===== src/rtl/iir_biquad_seq_if.sv =====
// Control bundle between the biquad sequencer and the shared multiply-add datapath.
// Ports (master = sequencer side):
//   start, clr                   : sample strobe and synchronous abort/state clear into the sequencer
//   controlS, controlC, controlZ : coefficient, sample and addend mux selects
//   en_acum1, en_fk, en_acum2,
//   en_acum3, en_yk, en_shift    : datapath register load enables
//   clr_state                    : zero all filter state registers
//   busy, done, overrun          : status (busy, yk valid pulse, sticky overrun)
interface iir_biquad_seq_if;
    localparam int unsigned SW  = 3;
    localparam int unsigned CSW = 2;
    localparam int unsigned ZW  = 3;

    logic           start;
    logic           clr;
    logic [SW-1:0]  controlS;
    logic [CSW-1:0] controlC;
    logic [ZW-1:0]  controlZ;
    logic           en_acum1;
    logic           en_fk;
    logic           en_acum2;
    logic           en_acum3;
    logic           en_yk;
    logic           en_shift;
    logic           clr_state;
    logic           busy;
    logic           done;
    logic           overrun;

    modport master (
        input  start, clr,
        output controlS, controlC, controlZ,
        output en_acum1, en_fk, en_acum2, en_acum3, en_yk, en_shift,
        output clr_state, busy, done, overrun
    );

    modport slave (
        output start, clr,
        input  controlS, controlC, controlZ,
        input  en_acum1, en_fk, en_acum2, en_acum3, en_yk, en_shift,
        input  clr_state, busy, done, overrun
    );
endinterface


===== src/rtl/iir_biquad_seq.sv =====
// Sequencer for a shared-multiplier second-order IIR section.
// Walks five multiply-add steps (result = coefS*selC + selZ) per sample strobe:
//   fk = Uk + a1*fk1 + a2*fk2 ;  yk = b0*fk + b1*fk1 + b2*fk2
// then shifts the delay line and pulses done.
// Ports:
//   clk   : system clock, rising edge
//   reset : asynchronous active-low reset
//   bus   : iir_biquad_seq_if.master (start/clr in; selects, enables, status out)
// All outputs are registered; they are decoded from the next state so they line up
// with the state they describe.
module iir_biquad_seq #(
    parameter int unsigned STEP_CYC = 1,
    parameter int unsigned CW       = 4
) (
    input  logic             clk,
    input  logic             reset,
    iir_biquad_seq_if.master bus
);
    localparam int unsigned SW  = 3;
    localparam int unsigned CSW = 2;
    localparam int unsigned ZW  = 3;
    localparam int unsigned EW  = 6;

    localparam int unsigned EN_ACUM1 = 0;
    localparam int unsigned EN_FK    = 1;
    localparam int unsigned EN_ACUM2 = 2;
    localparam int unsigned EN_ACUM3 = 3;
    localparam int unsigned EN_YK    = 4;
    localparam int unsigned EN_SHIFT = 5;

    localparam logic [CW-1:0] LAST_CNT = CW'(STEP_CYC - 1);

    typedef enum logic [2:0] {
        IDLE  = 3'd0,
        STEP1 = 3'd1,
        STEP2 = 3'd2,
        STEP3 = 3'd3,
        STEP4 = 3'd4,
        STEP5 = 3'd5,
        SHIFT = 3'd6,
        DONE  = 3'd7
    } state_e;

    state_e         state_q, state_d;
    logic [CW-1:0]  cnt_q, cnt_d;
    logic           step_last;
    logic           last_d;

    logic [SW-1:0]  sel_s_q, sel_s_d;
    logic [CSW-1:0] sel_c_q, sel_c_d;
    logic [ZW-1:0]  sel_z_q, sel_z_d;
    logic [EW-1:0]  en_q, en_d;
    logic           clr_state_q, clr_state_d;
    logic           busy_q, busy_d;
    logic           done_q, done_d;
    logic           overrun_q, overrun_d;

    // State, step-wait counter and output registers
    always_ff @(posedge clk or negedge reset) begin
        if (!reset) begin
            state_q     <= IDLE;
            cnt_q       <= '0;
            sel_s_q     <= '0;
            sel_c_q     <= '0;
            sel_z_q     <= '0;
            en_q        <= '0;
            clr_state_q <= 1'b0;
            busy_q      <= 1'b0;
            done_q      <= 1'b0;
            overrun_q   <= 1'b0;
        end else begin
            state_q     <= state_d;
            cnt_q       <= cnt_d;
            sel_s_q     <= sel_s_d;
            sel_c_q     <= sel_c_d;
            sel_z_q     <= sel_z_d;
            en_q        <= en_d;
            clr_state_q <= clr_state_d;
            busy_q      <= busy_d;
            done_q      <= done_d;
            overrun_q   <= overrun_d;
        end
    end

    // Next state; clr overrides everything, start only matters in IDLE
    always_comb begin
        state_d   = state_q;
        cnt_d     = cnt_q;
        step_last = (cnt_q == LAST_CNT);
        if (bus.clr) begin
            state_d = IDLE;
            cnt_d   = '0;
        end else begin
            case (state_q)
                IDLE: begin
                    if (bus.start) begin
                        state_d = STEP1;
                        cnt_d   = '0;
                    end
                end
                STEP1, STEP2, STEP3, STEP4, STEP5: begin
                    if (step_last) begin
                        state_d = (state_q == STEP5) ? SHIFT : state_e'(state_q + 3'd1);
                        cnt_d   = '0;
                    end else begin
                        cnt_d = cnt_q + CW'(1);
                    end
                end
                SHIFT:   state_d = DONE;
                DONE:    state_d = IDLE;
                default: state_d = IDLE;
            endcase
        end
    end

    // Output decode from the upcoming state; a step's enable fires in its last cycle only
    always_comb begin
        sel_s_d     = '0;
        sel_c_d     = '0;
        sel_z_d     = '0;
        en_d        = '0;
        last_d      = (cnt_d == LAST_CNT);
        clr_state_d = bus.clr;
        busy_d      = (state_d != IDLE);
        done_d      = (state_d == DONE);
        // A start that lands while busy (including DONE) is lost and flagged until clr
        overrun_d   = bus.clr ? 1'b0 : (overrun_q | (bus.start & (state_q != IDLE)));
        case (state_d)
            STEP1: begin
                sel_s_d = 3'b001; sel_c_d = 2'b01; sel_z_d = 3'b001;
                en_d[EN_ACUM1] = last_d;
            end
            STEP2: begin
                sel_s_d = 3'b010; sel_c_d = 2'b10; sel_z_d = 3'b011;
                en_d[EN_FK] = last_d;
            end
            STEP3: begin
                sel_s_d = 3'b011; sel_c_d = 2'b11; sel_z_d = 3'b000;
                en_d[EN_ACUM2] = last_d;
            end
            STEP4: begin
                sel_s_d = 3'b100; sel_c_d = 2'b01; sel_z_d = 3'b100;
                en_d[EN_ACUM3] = last_d;
            end
            STEP5: begin
                sel_s_d = 3'b101; sel_c_d = 2'b10; sel_z_d = 3'b101;
                en_d[EN_YK] = last_d;
            end
            SHIFT:   en_d[EN_SHIFT] = 1'b1;
            default: ;
        endcase
    end

    assign bus.controlS  = sel_s_q;
    assign bus.controlC  = sel_c_q;
    assign bus.controlZ  = sel_z_q;
    assign bus.en_acum1  = en_q[EN_ACUM1];
    assign bus.en_fk     = en_q[EN_FK];
    assign bus.en_acum2  = en_q[EN_ACUM2];
    assign bus.en_acum3  = en_q[EN_ACUM3];
    assign bus.en_yk     = en_q[EN_YK];
    assign bus.en_shift  = en_q[EN_SHIFT];
    assign bus.clr_state = clr_state_q;
    assign bus.busy      = busy_q;
    assign bus.done      = done_q;
    assign bus.overrun   = overrun_q;
endmodule


===== src/flat_wrapper.sv =====
// flat-port wrapper written by rule: the top's interface ports become plain ports
module iir_biquad_seq_flat 
#(
    parameter int unsigned STEP_CYC = 1,
    parameter int unsigned CW       = 4
)
  (clk, reset, bus_start, bus_clr, bus_controlS, bus_controlC, bus_controlZ, bus_en_acum1, bus_en_fk, bus_en_acum2, bus_en_acum3, bus_en_yk, bus_en_shift, bus_clr_state, bus_busy, bus_done, bus_overrun);
  iir_biquad_seq_if bus_i ();
  input  logic clk;
  input  logic reset;
  input wire logic [$bits(bus_i.start)-1:0] bus_start;
  input wire logic [$bits(bus_i.clr)-1:0] bus_clr;
  output wire logic [$bits(bus_i.controlS)-1:0] bus_controlS;
  output wire logic [$bits(bus_i.controlC)-1:0] bus_controlC;
  output wire logic [$bits(bus_i.controlZ)-1:0] bus_controlZ;
  output wire logic [$bits(bus_i.en_acum1)-1:0] bus_en_acum1;
  output wire logic [$bits(bus_i.en_fk)-1:0] bus_en_fk;
  output wire logic [$bits(bus_i.en_acum2)-1:0] bus_en_acum2;
  output wire logic [$bits(bus_i.en_acum3)-1:0] bus_en_acum3;
  output wire logic [$bits(bus_i.en_yk)-1:0] bus_en_yk;
  output wire logic [$bits(bus_i.en_shift)-1:0] bus_en_shift;
  output wire logic [$bits(bus_i.clr_state)-1:0] bus_clr_state;
  output wire logic [$bits(bus_i.busy)-1:0] bus_busy;
  output wire logic [$bits(bus_i.done)-1:0] bus_done;
  output wire logic [$bits(bus_i.overrun)-1:0] bus_overrun;
  assign bus_i.start = bus_start;
  assign bus_i.clr = bus_clr;
  assign bus_controlS = bus_i.controlS;
  assign bus_controlC = bus_i.controlC;
  assign bus_controlZ = bus_i.controlZ;
  assign bus_en_acum1 = bus_i.en_acum1;
  assign bus_en_fk = bus_i.en_fk;
  assign bus_en_acum2 = bus_i.en_acum2;
  assign bus_en_acum3 = bus_i.en_acum3;
  assign bus_en_yk = bus_i.en_yk;
  assign bus_en_shift = bus_i.en_shift;
  assign bus_clr_state = bus_i.clr_state;
  assign bus_busy = bus_i.busy;
  assign bus_done = bus_i.done;
  assign bus_overrun = bus_i.overrun;
  iir_biquad_seq #(.STEP_CYC(STEP_CYC), .CW(CW)) u_core (.clk(clk), .reset(reset), .bus(bus_i));
endmodule

===== config.mk =====
export PLATFORM = sky130hd
export DESIGN_NAME = iir_biquad_seq_flat
export DESIGN_NICKNAME = d
export VERILOG_FILES = /design/src/rtl/iir_biquad_seq_if.sv /design/src/rtl/iir_biquad_seq.sv /design/src/flat_wrapper.sv
export SDC_FILE = /design/constraint.sdc
export NUM_CORES = 1
export LEC_CHECK = 0
export CORE_MARGIN = 2
export CORE_UTILIZATION = 45
export CTS_BUF_LIST = sky130_fd_sc_hd__clkbuf_16
export CTS_CLUSTER_DIAMETER = 120
export DETAILED_ROUTE_END_ITERATION = 10
export PLACE_DENSITY = 0.72
export SLEW_MARGIN = 0
export SYNTH_ARGS = -nofsm -noshare
export SYNTH_HDL_FRONTEND = slang
export SYNTH_SLANG_ARGS = --single-unit

===== constraint.sdc =====
create_clock -name clk -period 2.95 [get_ports clk]
set_clock_uncertainty 0.05 [all_clocks]
set_input_delay 0.59 -clock clk [delete_from_list [all_inputs] [get_ports clk]]
set_output_delay 0.59 -clock clk [all_outputs]
set_load 0.05 [all_outputs]

==> results.md, run 1 <==
* Status: finished clean
* Starting density of the core at 46.77%
* Largest area contributor in the netlist: dfrtp_1
* Async S/R FF share, synth at 100.0%
* Netlist Area Pre-Place at 0.001279 sq mm
* Hold buffers post-CTS at 0
* Crit path required time at 3.01 ns
* Num CTS Buffers at 3
* Via density at 5.739
* Final hold vios at 0
* Post-CTS setup buffer count at 0
* Final Cycle Share at 94.01%
* Post-synth EDFFs at 0
* Drt first pass iters at 4
* Total grt overflow at 0
* CP arrival at 2.83 ns
* IO Pins at 22
* Number of diodes at 0
* Sequential-to-total area share from yosys stat at 46.97%
* Critical path's slowest cell: or4b_2
* Critical-path maximum fanout at 5
* DRC at 0
* Worst setup SP type: flip-flop
* Largest net degree at the start of global routing at 25
* Worst slew margin at 64.64%
* Detailed placer's ending HPWL at 2132 um
* Slew Viols, Final at 0
* Post-synth top flop: dfrtp_1
* Final min period at 2.773 ns
* Worst VDD drop at 0.0007739 V
* Cell Pwr Density at 1055 mW/mm^2
* Number of global-route vias before repair at 1066
* Class of the most critical setup path: flip-flop to flip-flop
* Most common cell in the netlist: dfrtp_1
* Worst-path cell chain: inv_1 -> ha_1 -> or4b_2 -> a22oi_1 -> o211a_1 -> or2_2 -> inv_1 -> ha_1 -> o311ai_1 -> o22ai_1
* Total track usage at 19.46%
* Post-layout util at 59.27%
* Synth cell types at 39
* CTS tree: built
* Mean post-synth cell area at 10.48 sq um
* Die H at 57.31 um
* Core Area at 0.002734 sq mm
* Largest cells by area after synthesis: dfrtp_1 47%, ha_1 9.8%, nor4_1 3.4%
* Number of synthesized register bits at 24
* Clk buf depth at 2
* Layout area overhead at 26.71%
* GPL Wtd Cong at 0.8112
* Wirelength per Cell at 15.89 um
* Leakage power at 0.7815 nW
* Max stage delay on crit path at 0.62 ns
* Die area at 0.003284 sq mm
* Maximum clock rate at 360.6 MHz
* H-tree Lvls at 1
* Setup TNS at 0 ns
* Clock-pin slew on the worst setup and hold paths at 0.06 ns
* Via count at 1033
* Unrepaired setup endpoints after global routing: no
* Die X at 57.31 um
* Rows at 19
* # clock sinks at 24
* Cells after synthesis at 122
* Worst skew pair latency at 0.25 ns
* CTS Root Cell: clkbuf_16
* Number of DRC markers in iteration 0 at 30
* Top-area cell type share of the netlist area at 46.97%
* Most frequent cells after synthesis: 24 x dfrtp_1, 10 x ha_1, 10 x inv_1
* Syn_nets at 136
* First-pass GRT wire length at 4926 um
* Final setup violation count at 0
* Worst slew pin tran at 0.5281 ns
* I/O Buffers at 21
* Max cap viols at 0
* Antenna violations before repair at 0
* Gates resized, CTS repair at 0
* CP Capture Type: flip-flop
* Synth Warn # at 0
* Total wire length at 2860 um
* Share of layout cells above drive strength 1 at 8.725%
* Hold crit path type: flip-flop to flip-flop
* Post-DRT Antenna Nets at 0
* Fin nets at 164
==> kinds of logic (layout without fill, tap and decap cells) <==
logic type,after synthesis,after routing,synth area share (%)
compound gates,31,31,18.00
fa+ha+maj,10,10,9.785
buf+inv,14,41,5.381
flops,24,24,46.97
mux,3,3,2.348
simple gates,40,40,17.51
==> state kept, by name, indices dropped and copies added, names as in the netlist <==
register,flops
u_core.cnt_q,4
u_core.state_q,3
u_core.bus.done,1
u_core.en_q,6
u_core.bus.clr_state,1
u_core.bus.busy,1
u_core.bus.controlC,2
u_core.bus.controlZ,2
u_core.bus.controlS,3
u_core.bus.overrun,1
==> final timing paths <==
path                                               endpoint  slack (ns)                         start  cells past startpoint
max                        u_core.bus.controlZ[0]$_DFF_PN0_        0.18   u_core.state_q[1]$_DFF_PN0_                     10
min reg2reg                    u_core.bus.overrun$_DFF_PN0_        0.45  u_core.bus.overrun$_DFF_PN0_                      2
min in group asynchronous  u_core.bus.controlS[1]$_DFF_PN0_        0.64                         reset                      2
min                            u_core.bus.overrun$_DFF_PN0_        0.45  u_core.bus.overrun$_DFF_PN0_                      2
max in group asynchronous    u_core.bus.clr_state$_DFF_PN0_        1.98                         reset                      2
max reg2reg                u_core.bus.controlZ[0]$_DFF_PN0_        0.18   u_core.state_q[1]$_DFF_PN0_                     10
==> where the power goes <==
group	internal, mW	total, mW	switching [mW]
clock	0.181	0.289	0.108
combinational	0.355	0.978	0.623
sequential	0.407	0.442	0.0357
total	0.942	1.71	0.767
==> layout make-up <==
cell class	instances	area, sq um
multi-input cells	84	609.3
repair buffers	27	255.2
well taps	31	38.79
clock inverters	1	3.754
fillers	225	1114
inverters	10	37.54
clock buffers	3	75.07
flip-flops and latches	24	600.6
==> worst max-delay path: cells and delay by family (launching register included) <==
kind	cells	cell delay, ns
simple gates	2	0.79
compound gates	4	0.77
buf+inv	2	0.21
fa+ha+maj	2	0.43
flops	1	0.40
==> stage by stage <==
stage / area, sq um / instances / total power, mW / hold slack (ns) / worst slack (ns)
2_1_floorplan: 1279 / 122 / 1.118 / 0.2444 / 0.1642
3_3_place_gp: 1541 / 176 / 1.379 / 0.4431 / 0.2290
3_5_place_dp: 1541 / 176 / 1.405 / 0.4451 / 0.1150
4_1_cts: 1620 / 180 / 1.695 / 0.4590 / 0.03219
5_1_grt: 1620 / 180 / 1.809 / 0.5037 / 0.03176
6_report: 1620 / 180 / 1.709 / 0.4545 / 0.1768
==> placed cells by master, fill, tap and decap left out, types with 4 or more instances in the layout <==
cell type | Yosys | final
dfrtp_1 | 24 | 24
clkdlybuf4s50_1 | 0 | 21
inv_1 | 10 | 10
ha_1 | 10 | 10
nor2_1 | 9 | 9
nor4_1 | 7 | 7
buf_4 | 2 | 6
nor3_1 | 5 | 5
a21oi_1 | 4 | 4
nand2_1 | 4 | 4
==> layer usage <==
| metal | vias to the layer above | GRT usage [%] | share of wire (%) |
|---|---|---|---|
| met3 | 7 | 3.855 | 3.9 |
| li1 | 508 | - | - |
| met1 | 498 | 27.29 | 47 |
| met2 | 20 | 29.56 | 47 |
| met5 | - | 0 | 0 |
| met4 | 0 | 8.306 | 1.9 |
(Power assumes the default switching activity.)
==> inputs of run 2 (changes only) <==
REMOVE_ABC_BUFFERS = 1   (was unset)
==> run 2 against run 1 <==
  * Register-to-register slack worse by 0.05 ns
  * Combinational power down 1%
  * Global-route usage down 0.53 points
  * Critical path depth unchanged
  * Worst hold slack better by 0.028 ns
  * First-iteration DRC count down 40%
  * Flip-flop and latch count unchanged
  * Largest cell class unchanged
  * Largest power group unchanged
==> results.md, run 2 (synthesis gave the netlist of run 1 again) <==
* Max cap viols at 0 (unchanged)
* Crit path required time at 3.01 ns (about the same)
* Pwr Total at 1.794 mW (was 1.709 mW)
* First-pass GRT wire length at 4781 um (was 4926 um)
* Final setup violation count at 0 (unchanged)
* CTS Root Cell: clkbuf_16 (unchanged)
* Starting density of the core at 46.77% (unchanged)
* Setup TNS at 0 ns (unchanged)
* DRC at 0 (unchanged)
* Commonest non-fill, non-tap cell in the layout: dfrtp_1 (unchanged)
* Via count at 1034 (was 1033)
* Max stage delay on crit path at 0.61 ns (was 0.62 ns)
* Num CTS Buffers at 3 (unchanged)
* Worst skew pair latency at 0.26 ns (was 0.25 ns)
* Final Cycle Share at 95.71% (was 94.01%)
* Die area at 0.003284 sq mm (unchanged)
* Die X at 57.31 um (unchanged)
* Hold crit path type: flip-flop to flip-flop (unchanged)
* Hold buffers post-CTS at 0 (unchanged)
* GPL Wtd Cong at 0.8740 (was 0.8112)
* Crit path buffers/inverters at 2 (unchanged)
* Worst-path cell chain: inv_1 -> ha_1 -> or4b_2 -> a22oi_1 -> o211a_1 -> or2_2 -> inv_1 -> ha_1 -> o311ai_1 -> o22ai_1 (unchanged)
* Post-route design area at 0.001647 sq mm (was 0.001620 sq mm)
* Commonest cells after routing, fill and taps aside: 24 x dfrtp_1, 21 x clkdlybuf4s50_1, 10 x inv_1, 10 x ha_1, 9 x nor2_1 (unchanged)
* Die H at 57.31 um (unchanged)
* Final hold vios at 0 (unchanged)
* Final Worst Setup Slack at 0.1265 ns (was 0.1768 ns)
* # clock sinks at 24 (unchanged)
* Biggest regs: u_core.en_q (6), u_core.cnt_q (4) (unchanged)
* Class of the most critical setup path: flip-flop to flip-flop (unchanged)
* Register with the most flip-flops: u_core.en_q (unchanged)
* Post-DRT Antenna Nets at 0 (unchanged)
* Fill count at 211 (was 225)
* Crit-path leading delay family: simple AND/OR/NAND/NOR gates (unchanged)
* Worst VDD drop at 0.0007335 V (was 0.0007739 V)
* Detailed placer's ending HPWL at 2031 um (was 2132 um)
* Worst setup SP type: flip-flop (unchanged)
* Number of diodes at 0 (unchanged)
* CP Capture Type: flip-flop (unchanged)
* Post-layout util at 60.23% (was 59.27%)
* Critical path's slowest cell: or4b_2 (unchanged)
* CTS tree: built (unchanged)
* Placed Area at 0.001534 sq mm (was 0.001541 sq mm)
* Pre-CTS setup slack at 0.08621 ns (was 0.1150 ns)
* H-tree Lvls at 1 (unchanged)
* Via density at 5.744 (was 5.739)
* Maximum clock rate at 354.2 MHz (was 360.6 MHz)
* CP arrival at 2.89 ns (was 2.83 ns)
* Antenna violations before repair at 0 (unchanged)
* Inst Count DP at 175 (was 176)
* Leakage power at 0.7941 nW (was 0.7815 nW)
* Number of DRC markers in iteration 0 at 18 (was 30)
* Number of global-route vias before repair at 1034 (was 1066)
* Critical-path maximum fanout at 5 (unchanged)
* Final min period at 2.824 ns (was 2.773 ns)
* Drt first pass iters at 4 (unchanged)
* Max reg flops at 6 (unchanged)
* Total track usage at 18.93% (was 19.46%)
* Worst slew margin at 65.25% (was 64.64%)
* Cell Pwr Density at 1090 mW/mm^2 (was 1055 mW/mm^2)
* Wirelength per Cell at 15.66 um (was 15.89 um)
* Unrepaired setup endpoints after global routing: no (unchanged)
* Total grt overflow at 0 (unchanged)
* Status: finished clean (unchanged)
* Worst slew pin tran at 0.5196 ns (was 0.5281 ns)
* Total wire length at 2819 um (was 2860 um)
* Layout area overhead at 28.77% (was 26.71%)
* Non-filler cells, final at 180 (unchanged)
* Clock-pin slew on the worst setup and hold paths at 0.06 ns (about the same)
* Share of layout cells above drive strength 1 at 9.396% (was 8.725%)
* Clk buf depth at 2 (unchanged)
* IO Pins at 22 (unchanged)
* Fin nets at 164 (unchanged)
* Rows at 19 (unchanged)
* Slew Viols, Final at 0 (unchanged)
* I/O Buffers at 21 (unchanged)
* Hold_ws at 0.4822 ns (was 0.4545 ns)
* Largest net degree at the start of global routing at 25 (unchanged)
* Core Area at 0.002734 sq mm (unchanged)
run 2: cell types whose count changed in the layout (fill, tap and decap cells not counted):
cell	delta
o21ai_0	+2
clkinv_1	-1
o21ai_1	-2
bufinv_16	+1
run 2: worst reg2reg max path, cell delays in order (launching register included):
cell and delay, ns:
dfrtp_1 0.40, inv_1 0.10, ha_1 0.23, or4b_2 0.61, a22oi_1 0.16, o211a_1 0.25
or2_2 0.19, inv_1 0.11, ha_1 0.19, o311ai_1 0.27, o22ai_1 0.12
run 2: per-layer routing:
layer	up-vias	global-route usage, %	wire (um)
li1	506	-	-
met3	7	3.175	137
met1	497	24.34	1235
met4	0	6.977	55
met2	24	32.18	1390
met5	-	0	0
run 2: worst paths after layout:
| kind | startpoint | cells past startpoint | end | slack [ns] |
|---|---|---|---|---|
| worst max register to register | u_core.state_q[1]$_DFF_PN0_ | 10 | u_core.bus.controlZ[0]$_DFF_PN0_ | 0.13 |
| min in group asynchronous | reset | 2 | u_core.en_q[5]$_DFF_PN0_ | 0.63 |
| max in group asynchronous | reset | 2 | u_core.bus.done$_DFF_PN0_ | 1.99 |
| worst min register to register | u_core.bus.overrun$_DFF_PN0_ | 2 | u_core.bus.overrun$_DFF_PN0_ | 0.48 |
| worst min-delay path | u_core.bus.overrun$_DFF_PN0_ | 2 | u_core.bus.overrun$_DFF_PN0_ | 0.48 |
| worst max-delay path | u_core.state_q[1]$_DFF_PN0_ | 10 | u_core.bus.controlZ[0]$_DFF_PN0_ | 0.13 |
run 2: power breakdown:
group	internal, mW	switching [mW]	total [mW]
Sequential	0.406	0.0375	0.444
Combinational	0.353	0.613	0.966
Clock	0.270	0.115	0.385
run 2: layout make-up:
| type | count | area (sq um) | share of cell area (%) |
|---|---|---|---|
| inverter | 10 | 37.54 | 2.280 |
| sequential | 24 | 600.6 | 36.47 |
| tap | 31 | 38.79 | 2.356 |
| timing repair buffer | 27 | 255.2 | 15.50 |
| multi-input combinational | 84 | 609.3 | 37.01 |
| clock inverter | 1 | 30.03 | 1.824 |
| clock buffer | 3 | 75.07 | 4.559 |
run 2: timing repair:
item / CTS / global route
setup endpoints to repair: 0 / 2
buffers inserted: 0 / 1
gates resized for setup: 0 / 2
==> inputs of run 3 (changes only) <==
clock period = 2.4 ns   (was 2.95 ns; I/O delays follow)
==> run 3 against run 2 <==
  * Die area unchanged
  * Core utilization up 19 points
  * Critical path type unchanged
  * Fmax up 14%
  * Count of clock-buffer cells in the layout unchanged
  * Sequential power up 24%
  * Worst setup slack worse by 0.21 ns
  * Clock power down 6.8%
  * First-iteration DRC count rose to 2.7 times the previous value
  * Sequential share of layout area down 8.8 points
  * The run now ends with setup timing left
  * Critical endpoint unchanged
  * Cell count up 22%
  * Worst hold slack better by 0.027 ns
  * Global-route usage up 4.9 points
==> results.md, run 3 (synthesis gave the netlist of run 1 again) <==
* H-tree Lvls at 1 (unchanged)
* Leakage power at 1.008 nW (was 0.7941 nW)
* CP Capture Type: flip-flop (unchanged)
* IO Pins at 22 (unchanged)
* Cell Pwr Density at 1306 mW/mm^2 (was 1090 mW/mm^2)
* GPL Wtd Cong at 0.9679 (was 0.8740)
* Reg2Reg Launch Point: u_core.state_q[0]$_DFF_PN0_ (was u_core.state_q[1]$_DFF_PN0_)
* Worst setup SP type: flip-flop (unchanged)
* Max cap viols at 0 (unchanged)
* Via density at 5.932 (was 5.744)
* I/O Buffers at 21 (unchanged)
* Detailed placer's ending HPWL at 2413 um (was 2031 um)
* Sequential Power Share at 19.5% (was 24.7%)
* R2r setup slk at -0.09 ns (was 0.13 ns)
* Int Pwr at 1.570 mW (was 1.029 mW)
* Final Worst Setup Slack at -0.08515 ns (was 0.1265 ns)
* Worst skew pair latency at 0.26 ns (about the same)
* Class of the most critical setup path: flip-flop to flip-flop (unchanged)
* Clock-pin slew on the worst setup and hold paths at 0.06 ns (about the same)
* Switching power at 1.266 mW (was 765.3 uW)
* # clock sinks at 24 (unchanged)
* CP arrival at 2.57 ns (was 2.89 ns)
* HP Start: u_core.bus.overrun$_DFF_PN0_ (unchanged)
* Commonest non-fill, non-tap cell in the layout: buf_4 (was dfrtp_1)
* Fin nets at 204 (was 164)
* Number of global-route vias before repair at 1305 (was 1034)
* Worst slew pin tran at 0.5192 ns (was 0.5196 ns)
* Final min period at 2.485 ns (was 2.824 ns)
* Total track usage at 23.80% (was 18.93%)
* Switching fraction of total power at 44.65% (was 42.65%)
* DRC at 0 (unchanged)
* Fill count at 139 (was 211)
* Violated checks: setup timing
* Core Area at 0.002734 sq mm (unchanged)
* Via count at 1299 (was 1034)
* Number of DRC markers in iteration 0 at 48 (was 18)
* Commonest cells after routing, fill and taps aside: 40 x buf_4, 23 x dfrtp_1, 21 x clkdlybuf4s50_1 (was 24 x dfrtp_1, 21 x clkdlybuf4s50_1, 10 x inv_1, 10 x ha_1, 9 x nor2_1)
* Biggest regs: u_core.en_q (6), u_core.cnt_q (4) (unchanged)
* Reg2Reg Depth at 10 (unchanged)
* Hold path endpoint: u_core.bus.overrun$_DFF_PN0_ (unchanged)
* Unrepaired setup endpoints after global routing: yes (was no)
* Critical-path maximum fanout at 4 (was 5)
* Total grt overflow at 0 (unchanged)
* Die area at 0.003284 sq mm (unchanged)
* Max reg flops at 6 (unchanged)
* Reg2reg end: u_core.bus.controlZ[0]$_DFF_PN0_ (unchanged)
* Hold crit path type: flip-flop to flip-flop (unchanged)
* Inst Count DP at 202 (was 175)
* Worst slew margin at 65.28% (was 65.25%)
* CTS Root Cell: clkbuf_16 (unchanged)
* Setup TNS at -0.4844 ns (was 0 ns)
* Clock power share at 12.7% (was 21.4%)
* Maximum clock rate at 402.4 MHz (was 354.2 MHz)
* Final setup violation count at 8 (was 0)
* Die X at 57.31 um (unchanged)
* Non-filler cells, final at 219 (was 180)
* Hold path depth at 2 (unchanged)
* Final hold vios at 0 (unchanged)
* Final Cycle Share at 103.5% (was 95.71%)
* Worst VDD drop at 0.001087 V (was 0.0007335 V)
* Die H at 57.31 um (unchanged)
* Wirelength per Cell at 20.62 um (was 15.66 um)
* Register with the most flip-flops: u_core.en_q (unchanged)
* Drt first pass iters at 4 (unchanged)
* Clk buf depth at 2 (unchanged)
* Hold buffers post-CTS at 0 (unchanged)
* Antenna violations before repair at 0 (unchanged)
* Post-DRT Antenna Nets at 0 (unchanged)
* Share of layout cells above drive strength 1 at 43.09% (was 9.396%)
* Starting density of the core at 46.77% (unchanged)
* Largest net degree at the start of global routing at 25 (unchanged)
* CTS tree: built (unchanged)
* Slew Viols, Final at 0 (unchanged)
* Total wire length at 4516 um (was 2819 um)
* Comb pwr share at 67.9% (was 53.8%)
* First-pass GRT wire length at 5913 um (was 4781 um)
* Number of diodes at 0 (unchanged)
* Rows at 19 (unchanged)
* Num CTS Buffers at 3 (unchanged)
* Layout area overhead at 69.77% (was 28.77%)
* Crit path required time at 2.49 ns (was 3.01 ns)
* Status: finished, violations left (was finished clean)
## run 3: cell types whose count changed in the layout (fill, tap and decap cells not counted), moves of 4 or more
cell and delta:
buf_6 +6, nor4_4 +6, inv_1 -4, nor4_1 -6
buf_4 +34, ha_1 -4, inv_2 +4
## run 3: what timing repair did
| action | in CTS | in global routing |
|---|---|---|
| buffers inserted | 10 | 6 |
| resized for setup | 28 | 27 |
| pin swaps | 15 | 10 |
| setup endpoints to repair | 9 | 13 |
## run 3: metrics by stage
| stage | power (mW) | hold slack [ns] | worst slack, ns | utilization [%] | area (sq um) |
|---|---|---|---|---|---|
| global placement | 1.883 | 0.4491 | -0.1312 | 63.52 | 1737 |
| finish | 2.836 | 0.5092 | -0.08515 | 79.41 | 2171 |
| detailed placement | 1.924 | 0.4644 | -0.2826 | 63.52 | 1737 |
| floorplan | 1.346 | 0.1344 | -0.3075 | - | 1247 |
| global route | 2.934 | 0.5565 | -0.1455 | 79.41 | 2171 |
| CTS | 2.513 | 0.4831 | -0.07558 | 73.46 | 2008 |
## run 3: critical path, stage by stage, from the launching register on
cell      delay (ns)
dfrtp_2         0.44
ha_4            0.18
buf_4           0.13
or4b_4          0.49
a22oi_2         0.19
o211a_1         0.18
or2_4           0.13
inv_2           0.04
ha_1            0.18
o311ai_2        0.24
o22ai_1         0.12
## run 3: layout make-up
class	count	area (sq um)	share of cell area, %
clock buffers	3	75.07	3.458
well taps	31	38.79	1.787
flip-flops and latches	24	601.8	27.72
repair buffers	67	578.1	26.63
multi-input cells	84	839.6	38.67
inverters	10	37.54	1.729
## run 3: worst max-delay path by stage
| stage | start | to | slack (ns) |
|---|---|---|---|
| 2_1_floorplan | u_core.state_q[1]$_DFF_PN0_ | u_core.bus.controlZ[0]$_DFF_PN0_ | -0.31 |
| 3_3_place_gp | u_core.state_q[0]$_DFF_PN0_ | u_core.bus.controlZ[0]$_DFF_PN0_ | -0.13 |
| 3_5_place_dp | u_core.state_q[0]$_DFF_PN0_ | u_core.bus.controlZ[0]$_DFF_PN0_ | -0.28 |
| 4_1_cts | u_core.state_q[0]$_DFF_PN0_ | u_core.bus.controlZ[0]$_DFF_PN0_ | -0.08 |
| 5_1_grt | u_core.state_q[0]$_DFF_PN0_ | u_core.en_q[1]$_DFF_PN0_ | -0.15 |
| 6_report | u_core.state_q[0]$_DFF_PN0_ | u_core.bus.controlZ[0]$_DFF_PN0_ | -0.09 |
## run 3: power groups by stage
stage / clock (mW) / combinational, mW / sequential [mW]
6_report: 0.359 / 1.93 / 0.552
2_1_floorplan: 0 / 0.516 / 0.831
5_1_grt: 0.376 / 2.00 / 0.561
4_1_cts: 0.355 / 1.61 / 0.543
3_5_place_dp: 0 / 1.38 / 0.545
3_3_place_gp: 0 / 1.34 / 0.540
## run 3: routing by layer
| metal | vias to the layer above | track usage (%) | routed length, um |
|---|---|---|---|
| li1 | 585 | - | - |
| met1 | 646 | 29.06 | 1901 |
| met2 | 49 | 41.71 | 2270 |
| met3 | 19 | 3.855 | 177 |
| met4 | 0 | 9.967 | 167 |
| met5 | - | 0 | 0 |
